[src/rtl/fir_interp2.sv]
// fir_interp2: 2x polyphase interpolating FIR for the playback path.
// Each accepted Q15 sample yields two filtered Q15 outputs: the even-phase
// sample (h[2k]) followed by the odd-phase sample (h[2k+1]), k = 0..15.
// Two MACs run in parallel for 16 cycles per input sample.
//
// Build option: define FIR_INTERP2_ROUND_EN to round half up before the
// output shift; otherwise the shift truncates (floor).
//
// Handshake: a transfer happens on a rising clk edge where valid and ready
// are both 1. x_in_ready is only 1 in IDLE. y_out, y_out_phase and
// y_out_valid hold stable while y_out_valid=1 and y_out_ready=0.
//
// state_dbg exposes the FSM state (IDLE=0, MAC=1, ROUND=2, SEND_E=3,
// SEND_O=4) for checkers.
module fir_interp2 #(
  parameter int ACC_W     = 38,
  parameter int OUT_SHIFT = 14
) (
  input  logic        clk,
  input  logic        reset_n,
  input  logic [15:0] x_in,
  input  logic        x_in_valid,
  output logic        x_in_ready,
  output logic [15:0] y_out,
  output logic        y_out_valid,
  input  logic        y_out_ready,
  output logic        y_out_phase,
  output logic        sat_pulse,
  output logic [2:0]  state_dbg
);

  typedef enum logic [2:0] {
    IDLE   = 3'd0,
    MAC    = 3'd1,
    ROUND  = 3'd2,
    SEND_E = 3'd3,
    SEND_O = 3'd4
  } state_t;

  localparam logic signed [ACC_W-1:0] MAX_Q15 = ACC_W'(32767);
  localparam logic signed [ACC_W-1:0] MIN_Q15 = -(ACC_W'(32768));
`ifdef FIR_INTERP2_ROUND_EN
  localparam logic signed [ACC_W-1:0] RND_HALF = ACC_W'(1) << (OUT_SHIFT - 1);
`endif

  state_t state;
  state_t state_nxt;

  logic signed [15:0]      hist [16];
  logic signed [ACC_W-1:0] acc_e;
  logic signed [ACC_W-1:0] acc_o;
  logic [3:0]              k;
  logic [15:0]             odd_hold;

  // FSM strobes
  logic accept;
  logic mac_en;
  logic round_en;
  logic send_e_done;
  logic send_o_done;

  // datapath intermediates
  logic signed [15:0]      coef_e;
  logic signed [15:0]      coef_o;
  logic signed [31:0]      prod_e;
  logic signed [31:0]      prod_o;
  logic signed [ACC_W-1:0] prod_e_ext;
  logic signed [ACC_W-1:0] prod_o_ext;
  logic signed [ACC_W-1:0] acc_e_r;
  logic signed [ACC_W-1:0] acc_o_r;
  logic signed [ACC_W-1:0] sh_e;
  logic signed [ACC_W-1:0] sh_o;
  logic [15:0]             res_e;
  logic [15:0]             res_o;
  logic                    clip_e;
  logic                    clip_o;

  // First half of the symmetric 32-tap prototype; the upper half mirrors it,
  // so for idx >= 16 the table index is 31-idx, i.e. the inverted low nibble.
  function automatic logic signed [15:0] coef(input logic [4:0] idx);
    logic [3:0] m;
    m = idx[4] ? ~idx[3:0] : idx[3:0];
    coef = 16'sd0;
    case (m)
      4'd0:  coef = 16'sd1;
      4'd1:  coef = 16'sd24;
      4'd2:  coef = 16'sd75;
      4'd3:  coef = 16'sd91;
      4'd4:  coef = -16'sd28;
      4'd5:  coef = -16'sd249;
      4'd6:  coef = -16'sd300;
      4'd7:  coef = 16'sd91;
      4'd8:  coef = 16'sd700;
      4'd9:  coef = 16'sd732;
      4'd10: coef = -16'sd361;
      4'd11: coef = -16'sd1817;
      4'd12: coef = -16'sd1666;
      4'd13: coef = 16'sd1525;
      4'd14: coef = 16'sd6769;
      4'd15: coef = 16'sd10843;
      default: coef = 16'sd0;
    endcase
  endfunction

  assign state_dbg = state;

  // State register
  always_ff @(posedge clk or negedge reset_n) begin
    if (!reset_n) state <= IDLE;
    else          state <= state_nxt;
  end

  // Next-state logic
  always_comb begin
    state_nxt = state;
    case (state)
      IDLE:    if (x_in_valid && x_in_ready) state_nxt = MAC;
      MAC:     if (k == 4'd15)               state_nxt = ROUND;
      ROUND:                                 state_nxt = SEND_E;
      SEND_E:  if (y_out_ready)              state_nxt = SEND_O;
      SEND_O:  if (y_out_ready)              state_nxt = IDLE;
      default:                               state_nxt = IDLE;
    endcase
  end

  // Output/strobe decode for the datapath
  always_comb begin
    accept      = (state == IDLE) && x_in_valid && x_in_ready;
    mac_en      = (state == MAC);
    round_en    = (state == ROUND);
    send_e_done = (state == SEND_E) && y_out_ready;
    send_o_done = (state == SEND_O) && y_out_ready;
  end

  // Per-tap products for both phases, sign-extended to accumulator width
  always_comb begin
    coef_e     = coef({k, 1'b0});
    coef_o     = coef({k, 1'b1});
    prod_e     = hist[k] * coef_e;
    prod_o     = hist[k] * coef_o;
    prod_e_ext = {{(ACC_W-32){prod_e[31]}}, prod_e};
    prod_o_ext = {{(ACC_W-32){prod_o[31]}}, prod_o};
  end

  // Scale accumulators to Q15 and clip to the 16-bit range
  always_comb begin
`ifdef FIR_INTERP2_ROUND_EN
    acc_e_r = acc_e + RND_HALF;
    acc_o_r = acc_o + RND_HALF;
`else
    acc_e_r = acc_e;
    acc_o_r = acc_o;
`endif
    sh_e   = acc_e_r >>> OUT_SHIFT;
    sh_o   = acc_o_r >>> OUT_SHIFT;
    clip_e = (sh_e > MAX_Q15) || (sh_e < MIN_Q15);
    clip_o = (sh_o > MAX_Q15) || (sh_o < MIN_Q15);
    if (sh_e > MAX_Q15)      res_e = 16'h7fff;
    else if (sh_e < MIN_Q15) res_e = 16'h8000;
    else                     res_e = sh_e[15:0];
    if (sh_o > MAX_Q15)      res_o = 16'h7fff;
    else if (sh_o < MIN_Q15) res_o = 16'h8000;
    else                     res_o = sh_o[15:0];
  end

  // History, accumulators, tap counter and registered outputs
  always_ff @(posedge clk or negedge reset_n) begin
    if (!reset_n) begin
      for (int i = 0; i < 16; i++) hist[i] <= 16'sd0;
      acc_e       <= '0;
      acc_o       <= '0;
      k           <= 4'd0;
      odd_hold    <= 16'd0;
      x_in_ready  <= 1'b0;
      y_out       <= 16'd0;
      y_out_valid <= 1'b0;
      y_out_phase <= 1'b0;
      sat_pulse   <= 1'b0;
    end else begin
      x_in_ready <= (state_nxt == IDLE);
      sat_pulse  <= 1'b0;
      if (accept) begin
        hist[0] <= x_in;
        for (int i = 1; i < 16; i++) hist[i] <= hist[i-1];
        acc_e <= '0;
        acc_o <= '0;
        k     <= 4'd0;
      end
      if (mac_en) begin
        acc_e <= acc_e + prod_e_ext;
        acc_o <= acc_o + prod_o_ext;
        k     <= k + 4'd1;
      end
      if (round_en) begin
        odd_hold    <= res_o;
        y_out       <= res_e;
        y_out_valid <= 1'b1;
        y_out_phase <= 1'b0;
        sat_pulse   <= clip_e | clip_o;
      end
      if (send_e_done) begin
        y_out       <= odd_hold;
        y_out_phase <= 1'b1;
      end
      if (send_o_done) begin
        y_out_valid <= 1'b0;
        y_out_phase <= 1'b0;
      end
    end
  end

endmodule

[config.mk]
export PLATFORM = sky130hd
export DESIGN_NAME = fir_interp2
export DESIGN_NICKNAME = d
export VERILOG_FILES = /design/src/rtl/fir_interp2.sv
export SDC_FILE = /design/constraint.sdc
export NUM_CORES = 2
export LEC_CHECK = 0
export CORE_ASPECT_RATIO = 0.75
export CORE_MARGIN = 5
export CORE_UTILIZATION = 67
export CTS_BUF_LIST = sky130_fd_sc_hd__clkbuf_8
export DETAILED_ROUTE_END_ITERATION = 8
export GPL_TIMING_DRIVEN = 1
export HOLD_SLACK_MARGIN = 0.05
export MAX_ROUTING_LAYER = met4
export PLACE_DENSITY_LB_ADDON = 0.25
export RECOVER_POWER = 100
export REMOVE_ABC_BUFFERS = 1
export SKIP_CTS_REPAIR_TIMING = 1
export SLEW_MARGIN = 40
export SYNTH_ARGS = -nofsm -noshare
export SYNTH_HDL_FRONTEND = slang
export SYNTH_SLANG_ARGS = --single-unit
[constraint.sdc]
create_clock -name clk -period 11.4 [get_ports clk]
set_input_delay 2.28 -clock clk [delete_from_list [all_inputs] [get_ports clk]]
set_output_delay 2.28 -clock clk [all_outputs]
set_load 0.02 [all_outputs]
==> run metrics <==
met2 GRT Util 0.448; status finished, violations left; Async SR Flop Fraction 1.00; synthesized instance count ~4300; iteration-0 DRC count of the detailed router 2855; nets@finish 5213; Max Clock Freq 97.2 MHz; Worst-Margin Slew 4.51 ns; Die Width slightly below 300 um; Post-Route Skew 0.0644 ns; Critical Path Source Type flop; GRT Max-Usage Layer met1; total global-route track usage 0.321; die area 0.0651 mm^2; first drt pass iteration count 6; Yosys cell types 79; setup TNS 0 ns; die span in y about 220 um; remaining antenna violation count after routing 0; worst-skew pair later-pin latency approximately 0.73 ns; vias in the first global route 30500; # DRC 0; CTS Buf Count 61; Clock Tree Root clkbuf_8; final hold vios 0; worst-case clock buffer depth 3; Post-synth EDFFs 0; YS warnings 0; core area 0.0592 mm^2; synthesized flop and latch total 375; Filler cells 4281; RSZ-0062 raised after global routing false; Most used DFF post-synth dfrtp_1; final setup margin 1.11 ns; final WL 98200 um; failing checks capacitance limit, slew limit; htree depth 2; register area share after synthesis 0.233; slew margin rel. -2.01; crit-path max FO 54; DR vias/cell roughly 5.7; post-DP HPWL 73300 um; Buffers on Ports 42; Final Cycle Share 0.902; met1 Use GR 0.471; pin count of the biggest net entering global routing 153; first-pass GRT wire length 162000 um; final worst path period need 10.29 ns; mapped cell area just over 0.04 mm^2; Initial Util 0.680; Syn Area/Cell 9.25 um^2; row count 77; gr ovfl total 0; Max-Cap Viols 10; via count 29500; Ports 43; placed cell count approximately 5000; pre-CTS setup slack around 1.6 ns; Final Setup Violations 0; non-filler cells, final between 5000 and 6000; Clock Pin Slew Worst Setup and Hold Paths ~0.070 ns; area delta synth->final 6.19%; worst path arrival time 10.85 ns; met3 Resource Use GR 0.0887; initial antenna violation count 1; Worst Path Required 11.96 ns; GP Congestion 0.974; average wire per standard cell 19.0 um; WS Path Type reg -> reg; fin. max-slew vios 687; CTS tree done; Clock Sinks 375; Worst setup EP type flop; min-delay worst type reg -> reg; share of cells above drive strength 1 0.0617
==> final timing paths <==
check                                      from                 endpoint  slack, ns  depth (start not counted)
max                            k[0]$_DFFE_PN0P_    acc_o[29]$_DFFE_PN0P_       1.11                         26
max in group asynchronous               reset_n  odd_hold[7]$_DFFE_PN0P_       2.83                          4
min reg2reg                hist[83]$_DFFE_PN0P_     hist[67]$_DFFE_PN0P_       0.46                          2
max reg2reg                    k[0]$_DFFE_PN0P_    acc_o[29]$_DFFE_PN0P_       1.11                         26
min in group asynchronous               reset_n    hist[232]$_DFFE_PN0P_       1.89                          1
min                        hist[83]$_DFFE_PN0P_     hist[67]$_DFFE_PN0P_       0.46                          2
==> Yosys cell counts (all sizes together), types with 3 or more instances <==
cell | number | share of area
a211oi | 7 | 0.0013
xor2 | 32 | 0.0070
nand2b | 28 | 0.0044
a31oi | 8 | 0.0018
nor2b | 41 | 0.0064
fa | 646 | 0.32
o31ai | 4 | 0.00087
nand3 | 30 | 0.0037
a211o | 6 | 0.0013
a21o | 39 | 0.0074
o21a | 24 | 0.0045
nor3b | 4 | 0.00075
nand2 | 1093 | 0.10
mux4 | 67 | 0.038
a22oi | 18 | 0.0034
a221o | 3 | 0.00075
o21ai | 170 | 0.021
ha | 234 | 0.073
nor3 | 6 | 0.00075
o211ai | 6 | 0.0011
and3 | 11 | 0.0019
inv | 733 | 0.068
a21oi | 80 | 0.010
o21bai | 15 | 0.0029
nand4 | 8 | 0.0012
mux2i | 16 | 0.0040
a221oi | 5 | 0.0011
dfrtp | 375 | 0.23
or3 | 4 | 0.00062
o22ai | 5 | 0.00078
or2 | 10 | 0.0016
o31a | 4 | 0.00087
buf | 22 | 0.0026
and2 | 16 | 0.0025
nor4 | 4 | 0.00062
nor2 | 312 | 0.029
mux2 | 14 | 0.0039
xnor2 | 49 | 0.011
a22o | 4 | 0.00087
clkbuf | 165 | 0.016
==> cells in the final DEF, fill, tap and decap left out, types with 13 or more instances in the layout <==
master / count
dlygate4sd3_1: 25
nor2_1: 312
a22oi_1: 18
a21oi_1: 75
nand3_1: 30
clkinv_2: 13
mux2i_1: 16
o21ai_1: 20
mux4_2: 67
xnor2_1: 49
nand2_1: 1093
nand2b_1: 28
o21bai_1: 15
a21o_1: 36
clkbuf_8: 79
fa_1: 646
o21a_1: 18
o21ai_0: 145
nor2b_1: 40
dfrtp_1: 371
mux2_2: 13
xor2_1: 32
clkdlybuf4s50_1: 16
inv_1: 741
and2_1: 14
buf_4: 35
ha_1: 234
==> registers in the layout, indices dropped and copies added (netlist names) <==
name         count
state_dbg        3
y_out_valid      1
k                4
y_out           16
acc_o           38
sat_pulse        1
x_in_ready       1
acc_e           38
hist           256
y_out_phase      1
odd_hold        16
==> logic make-up after synthesis <==
logic type | Yosys count | share of synthesized area
compound gates | 415 | 0.0648
xor+xnor | 81 | 0.0176
fa+ha+maj | 880 | 0.394
buf+inv | 922 | 0.0870
flops | 375 | 0.233
mux | 97 | 0.0454
simple gates | 1575 | 0.157
==> worst max-delay path, cell delays in order (launching register included) <==
cell	delay (ns)
dfrtp_4	0.78
buf_12	0.44
mux4_2	0.57
mux2_1	0.33
o21ai_0	0.97
clkbuf_1	0.84
nor2_1	0.17
fa_1	0.54
inv_1	0.06
fa_1	0.55
inv_1	0.06
fa_1	0.52
fa_1	0.46
fa_1	0.51
inv_1	0.05
fa_1	0.48
inv_1	0.04
ha_1	0.33
o21a_1	0.20
o21ai_0	0.42
o21bai_1	0.25
a211oi_1	0.58
nor3_1	0.10
or3_1	0.37
a21oi_1	0.18
xor2_1	0.17
o21ai_0	0.10
==> metrics by stage <==
step                      hold WS (ns)  cell area (um^2)   util
after global placement           0.453             41300  0.698
after floorplan                  0.441             39500      -
after CTS                        0.444             42800  0.723
after global routing             0.480             42700  0.722
after detailed placement         0.462             41400  0.700
final                            0.456             42700  0.722
==> layer usage <==
layer	up-vias	part of all wire
met5	-	0
met4	0	0.031
met3	219	0.11
met2	1400	0.43
met1	14700	0.43
li1	13200	-
==> layout make-up <==
type	count	area (um^2)	area share
sequential	375	9390	0.220
timing repair buffer	93	800	0.0187
clock buffer	79	1090	0.0255
multi-input combinational	3048	27400	0.641
antenna	3	7.51	0.000176
inverter	734	2760	0.0646
clock inverter	34	287	0.00671
tap	790	988	0.0232
Power is left out: the tool's default activity adds up to more than one toggle a clock period on the data nets, which glitch-free logic cannot reach.
